### config.mk
export PLATFORM = sky130hd
export DESIGN_NAME = adder_share_arbiter
export DESIGN_NICKNAME = d
export VERILOG_FILES = /design/src/rtl/adder_arb_pkg.sv /design/src/rtl/rr_arbiter.sv /design/src/rtl/adder_share_arbiter.sv
export SDC_FILE = /design/constraint.sdc
export NUM_CORES = 1
export LEC_CHECK = 0
export BUFFER_PORTS_ARGS = -buffer_cell sky130_fd_sc_hd__buf_4
export CORE_ASPECT_RATIO = 0.75
export CORE_MARGIN = 5
export CORE_UTILIZATION = 30
export CTS_CLUSTER_SIZE = 8
export DETAILED_ROUTE_END_ITERATION = 6
export PLACE_DENSITY_LB_ADDON = 0.25
export SLEW_MARGIN = 20
export SYNTH_ARGS = -nofsm -noshare
export SYNTH_HDL_FRONTEND = slang
export SYNTH_SLANG_ARGS = --single-unit
### constraint.sdc
create_clock -name clk -period 3.42 [get_ports clk]
set_clock_uncertainty 0.1 [all_clocks]
set_input_delay 0.684 -clock clk [delete_from_list [all_inputs] [get_ports clk]]
set_output_delay 0.684 -clock clk [all_outputs]
set_load 0.05 [all_outputs]
### src/rtl/adder_arb_pkg.sv
// Shared types, defaults and helpers for the shared-adder arbiter.
package adder_arb_pkg;

  localparam int unsigned DEF_WIDTH   = 12;
  localparam int unsigned DEF_NUM_REQ = 4;
  // Widest operand the interleave helper supports; callers narrow the result.
  localparam int unsigned MAX_W       = 32;

  typedef enum logic {
    RSP_EMPTY = 1'b0,
    RSP_FULL  = 1'b1
  } rsp_state_e;

  // Requester ID width; at least one bit even for two requesters.
  function automatic int unsigned id_width(input int unsigned n);
    return (n <= 2) ? 1 : $clog2(n);
  endfunction

  // Adder bus layout: bit 2k carries a[k], bit 2k+1 carries b[k].
  function automatic logic [2*MAX_W-1:0] interleave(input logic [MAX_W-1:0] a,
                                                     input logic [MAX_W-1:0] b);
    logic [2*MAX_W-1:0] r;
    r = '0;
    for (int k = 0; k < int'(MAX_W); k++) begin
      r[2*k]   = a[k];
      r[2*k+1] = b[k];
    end
    return r;
  endfunction

endpackage

### src/rtl/rr_arbiter.sv
// Combinational round-robin arbiter: first set request at or after ptr wins.
import adder_arb_pkg::*;

module rr_arbiter #(
  parameter int unsigned NUM_REQ = DEF_NUM_REQ,
  parameter int unsigned ID_W    = id_width(NUM_REQ)
) (
  input  logic [NUM_REQ-1:0] req,
  input  logic [ID_W-1:0]    ptr,
  input  logic               en,
  output logic [NUM_REQ-1:0] grant,
  output logic [ID_W-1:0]    grant_idx,
  output logic               grant_valid
);

  logic [ID_W-1:0] idx_c;

  // Wrapped search from the pointer; only the first hit is granted.
  always_comb begin
    grant       = '0;
    grant_idx   = '0;
    grant_valid = 1'b0;
    idx_c       = '0;
    if (en) begin
      for (int unsigned off = 0; off < NUM_REQ; off++) begin
        idx_c = ID_W'((32'(ptr) + off) % NUM_REQ);
        if (!grant_valid && req[idx_c]) begin
          grant_valid  = 1'b1;
          grant[idx_c] = 1'b1;
          grant_idx    = idx_c;
        end
      end
    end
  end

endmodule

### src/rtl/adder_share_arbiter.sv
// Shares one external combinational adder among NUM_REQ requesters with a
// round-robin grant and a one-entry tagged response register.
// Optional build macro: ADDER_SHARE_CHECK_EN adds a sticky adder self-check.
import adder_arb_pkg::*;

module adder_share_arbiter #(
  parameter int unsigned NUM_REQ = DEF_NUM_REQ,
  parameter int unsigned WIDTH   = DEF_WIDTH,
  parameter int unsigned ID_W    = id_width(NUM_REQ)
) (
  input  logic                     clk,
  input  logic                     rst,
  input  logic [NUM_REQ-1:0]       req_valid,
  output logic [NUM_REQ-1:0]       req_ready,
  input  logic [NUM_REQ*WIDTH-1:0] req_a,
  input  logic [NUM_REQ*WIDTH-1:0] req_b,
  output logic [2*WIDTH-1:0]       adder_in,
  input  logic [WIDTH:0]           adder_out,
  output logic                     rsp_valid,
  input  logic                     rsp_ready,
  output logic [ID_W-1:0]          rsp_id,
  output logic [WIDTH:0]           rsp_sum,
  output logic                     adder_err
);

  localparam int unsigned BUS_W = 2 * WIDTH;

  rsp_state_e          state, state_d;
  logic [ID_W-1:0]     ptr;
  logic [ID_W-1:0]     ptr_next_c;
  logic                can_issue_c;
  logic [NUM_REQ-1:0]  grant;
  logic [ID_W-1:0]     grant_idx;
  logic                grant_valid;
  logic [WIDTH-1:0]    win_a, win_b;

  // A new result may be accepted when the slot is empty or is draining now.
  assign can_issue_c = (state == RSP_EMPTY) || rsp_ready;

  rr_arbiter #(
    .NUM_REQ (NUM_REQ),
    .ID_W    (ID_W)
  ) u_arb (
    .req         (req_valid),
    .ptr         (ptr),
    .en          (can_issue_c && !rst),
    .grant       (grant),
    .grant_idx   (grant_idx),
    .grant_valid (grant_valid)
  );

  assign req_ready = grant;
  assign rsp_valid = (state == RSP_FULL);

  // Winner operand select; zero when nobody is granted.
  always_comb begin
    win_a = '0;
    win_b = '0;
    if (grant_valid) begin
      win_a = req_a[grant_idx*WIDTH +: WIDTH];
      win_b = req_b[grant_idx*WIDTH +: WIDTH];
    end
  end

  assign adder_in = BUS_W'(interleave(MAX_W'(win_a), MAX_W'(win_b)));

  // Pointer moves just past the winner, wrapping at the last requester.
  assign ptr_next_c = (grant_idx == ID_W'(NUM_REQ - 1)) ? '0 : grant_idx + ID_W'(1);

  // Response slot next-state.
  always_comb begin
    state_d = state;
    case (state)
      RSP_EMPTY: if (grant_valid) state_d = RSP_FULL;
      RSP_FULL: begin
        if (rsp_ready) state_d = grant_valid ? RSP_FULL : RSP_EMPTY;
      end
      default: state_d = RSP_EMPTY;
    endcase
  end

  // State, pointer and response payload registers.
  always_ff @(posedge clk) begin
    if (rst) begin
      state   <= RSP_EMPTY;
      ptr     <= '0;
      rsp_id  <= '0;
      rsp_sum <= '0;
    end else begin
      state <= state_d;
      if (grant_valid) begin
        rsp_sum <= adder_out;
        rsp_id  <= grant_idx;
        ptr     <= ptr_next_c;
      end
    end
  end

`ifdef ADDER_SHARE_CHECK_EN
  logic [WIDTH:0] ref_sum_c;
  logic           err_q;

  assign ref_sum_c = {1'b0, win_a} + {1'b0, win_b};

  // Sticky flag set when the shared adder disagrees with the reference sum.
  always_ff @(posedge clk) begin
    if (rst) begin
      err_q <= 1'b0;
    end else if (grant_valid && (ref_sum_c != adder_out)) begin
      err_q <= 1'b1;
    end
  end

  assign adder_err = err_q;
`else
  assign adder_err = 1'b0;
`endif

endmodule

==> key figures <==
Placement
  • Final weighted congestion in routability-driven placement: 0.8441
  • Port Buffer Count: between 150 and 200
  • Dpl hpwl: just over 6000 um
  • Dpl ws: approximately 0.015 ns
  • Post-detailed-placement cell area: approximately 3700 um^2

Clock network
  • Clk sinks: 18
  • CTS H-Tree Depth: 1
  • Clock Path Buffers: 2
  • CTS tree: done
  • Clock root buffer: clkbuf_8
  • Number of buffers added to fix hold violations after cts: 0
  • Clock insertion delay at the later pin of the skew report: about 0.24 ns
  • Number of buffers created by CTS: 3
  • Clock-pin slew of the registers on the worst-case setup and hold paths: around 0.07 ns

Layout
  • Share of post-route cells with drive strength above 1: 0.7139
  • Nets: between 500 and 600
  • Fillers: around 570
  • Number of antenna repair diodes: 0
  • Final Util: 0.6194
  • Final design instance area without fill: 4272 um^2
  • Post-synthesis to final-layout area growth: 97.68%

Critical path
  • WS Path Type: flop to primary output
  • Data required time at the worst endpoint: between 2 and 3 ns
  • Kind of launch point of the worst setup path: flop
  • Maximum fanout along the worst path: 20
  • CP Data Arrival Time: ~2.5 ns
  • CP Capture Type: primary output
  • Worst reg-to-reg path cell count: 8

Power and ir drop
  • Internal Pwr Total: between 1 and 1.5 mW
  • Net Sw Power: around 1.5 mW
  • Fraction of power spent switching nets: 0.5309
  • Combinational Power Share: 0.858
  • Clock share of power: 0.052
  • Fraction of power consumed by sequential logic: 0.090
  • Total leakage power: roughly 1.7 nW
  • PnR Total Power: 2.779 mW
  • Power per unit of standard cell area: 650.7 nW/um^2
  • Highest ir drop seen on vdd: roughly 0.27 mV

Global routing
  • Global-route wire length before repair: 12,790 um
  • GR Overflow Total: 0
  • Overall fraction of global-route tracks in use: 0.1703
  • Number of antenna violations at the first check in global routing: 0
  • Maximum number of pins on one net before global-route repair: 28
  • Via count of the first global-routing pass: approximately 2,500

Floorplan
  • I/O pin cnt: 161
  • Die span in x: between 100 and 150 um
  • Total Die Area: roughly 9000 um^2
  • Initial core utilization: 0.3133
  • Placeable core region: approximately 6900 um^2
  • Floorplan die height: 83.50 um
  • Standard-cell row count: 26

Timing
  • Least-Margin Pin Slew: roughly 0.51 ns
  • Tmin final: 3.326 ns
  • Final worst path period share: 0.9725
  • Final Max Tran Viols: 0
  • Worst max-slew margin expressed relative to the limit: 0.6553
  • Final hold violation count: 0
  • Setup tns final: 0 ns
  • Final setup violation count: 0
  • Setup repair after global routing missed its margin: yes
  • Post-layout worst setup margin: 0.09398 ns
  • Maximum achievable frequency: between 0.3 and 0.4 GHz

Logic synthesis
  • Warnings from Yosys: 0
  • Leading post-synthesis cells by cell area: dfxtp_1, a221oi_2, a22oi_2
  • Ys flop type: dfxtp_1
  • Number of enable flip-flop cells after synthesis: 0
  • Net count after synthesis: approximately 360
  • Post-synth cell types: between 40 and 50
  • Post-synthesis cell type with the largest combined area: dfxtp_1
  • Cell area after technology mapping: roughly 2200 um^2
  • Gate count of the mapped netlist: ~230
  • Yosys reg bits: 18
  • Syn Area/Cell: ~9.2 um^2
  • Most used standard cells in the synthesized netlist: nand2_1, a221oi_2, a22oi_2
  • Sequential cell area fraction in the yosys report: 0.1668
  • Count leader, synth: nand2_1
  • FFs w/ async S/R, synth: 0
  • Top cell type's share of synthesized area: 0.1668

Route
  • Average wire per cell in the routed design: around 18 um
  • Sum of routed wire length over all layers: between 8000 and 9000 um
  • Via count normalized by instance count: a little over 5
  • Number of antenna-violating nets in the routed design: 0
  • Pre-antenna DRT Iters: 6
  • Drc violations: 0
  • Routed via count: roughly 2,600
  • DRC violation total after the first TritonRoute iteration: between 100 and 150

Job
  • Max capacitance violation total: 0

Worst hold path
  • Number of cells on the worst hold path: 2
  • Class of the most critical hold timing path: flop to flop

Outcome
  • Status: finished, final reports clean
[power groups by stage]
stage	sequential [mW]	combinational, mW	clock (mW)
after floorplan	0.313	1.44	0
after global placement	0.247	1.99	0
after global routing	0.253	2.50	0.165
after CTS	0.245	2.14	0.149
final	0.250	2.39	0.144
after detailed placement	0.248	2.01	0
[repair_timing]
| item | in CTS | in global routing |
|---|---|---|
| resized for setup | 13 | 44 |
| endpoints found under the hold margin | 0 | 0 |
| setup buffers | 1 | 6 |
| pin swaps | 2 | 6 |
| cloned | 3 | 3 |
| setup endpoints to repair | 24 | 24 |
[registers in the layout, indices dropped and copies added (netlist names)]
signal / count
ptr: 2
rsp_sum: 13
rsp_id: 2
rsp_valid: 1
[critical path, stage by stage (launching register included)]
cell     delay (ns)
dfxtp_4        0.38
buf_12         0.16
mux4_2         0.53
a21oi_1        0.15
nor2_1         0.09
o21ai_4        0.30
buf_12         0.15
buf_16         0.24
a21oi_4        0.08
buf_4          0.19
[final timing paths]
| path | start | end | slack [ns] |
|---|---|---|---|
| hold / removal | rsp_sum[10]$_SDFFE_PP0P_ | rsp_sum[10]$_SDFFE_PP0P_ | 0.36 |
| setup / recovery | ptr[0]$_SDFFE_PP0P_ | adder_in[11] | 0.09 |
| hold reg to reg | rsp_sum[10]$_SDFFE_PP0P_ | rsp_sum[10]$_SDFFE_PP0P_ | 0.36 |
| setup reg to reg | ptr[0]$_SDFFE_PP0P_ | ptr[1]$_SDFFE_PP0P_ | 1.23 |
[logic make-up after synthesis]
group	count (synthesis)	synth area share
AOI/OAI and AO/OA	113	0.5107
and+or+nand+nor	60	0.1309
buffers and inverters	29	0.1013
DFF	18	0.1668
adders and majority gates	8	0.04632
muxes	5	0.04227
other	1	0.001735
[stage by stage]
step | std cells | hold slack [ns]
after detailed placement | 485 | 0.3520
final | 500 | 0.3592
after global routing | 500 | 0.3742
after global placement | 485 | 0.3431
after CTS | 492 | 0.3635
after floorplan | 234 | 0.5559
[routing by layer]
metal | up-vias | global-route usage | share of wire
met1 | 1227 | 0.2129 | 0.41
met4 | 0 | 0.02523 | 0.016
met2 | 100 | 0.2974 | 0.50
met3 | 14 | 0.04486 | 0.073
li1 | 1249 | - | -
met5 | - | 0 | 0
[area by class of cell]
cell class	instances	area [um^2]	area share
Inverter	4	20.02	0.004687
Tap cell	98	122.6	0.02871
Timing Repair Buffer	190	1680	0.3934
Sequential cell	18	365.4	0.08553
Multi-Input combinational cell	187	2042	0.4780
Clock buffer	3	41.29	0.009666
[placed cells by master (no fill, tap or decap), drive strengths merged]
cell and count:
nand2 31, o31ai 2, clkbuf 7, nand4b 1, ha 8, mux2i 3, nor2 15, a31oi 1
a221oi 28, nand2b 4, conb 1, or2 1, a32oi 1, a21oi 32, and2 2, o22ai 1
o21ai 16, dfxtp 18, o211ai 1, o32ai 1, nor3 2, nand4 1, nor2b 2, mux4 2
a22oi 30, inv 4, nor4 1, buf 186
No activity file was read; power rests on OpenSTA's default activity.
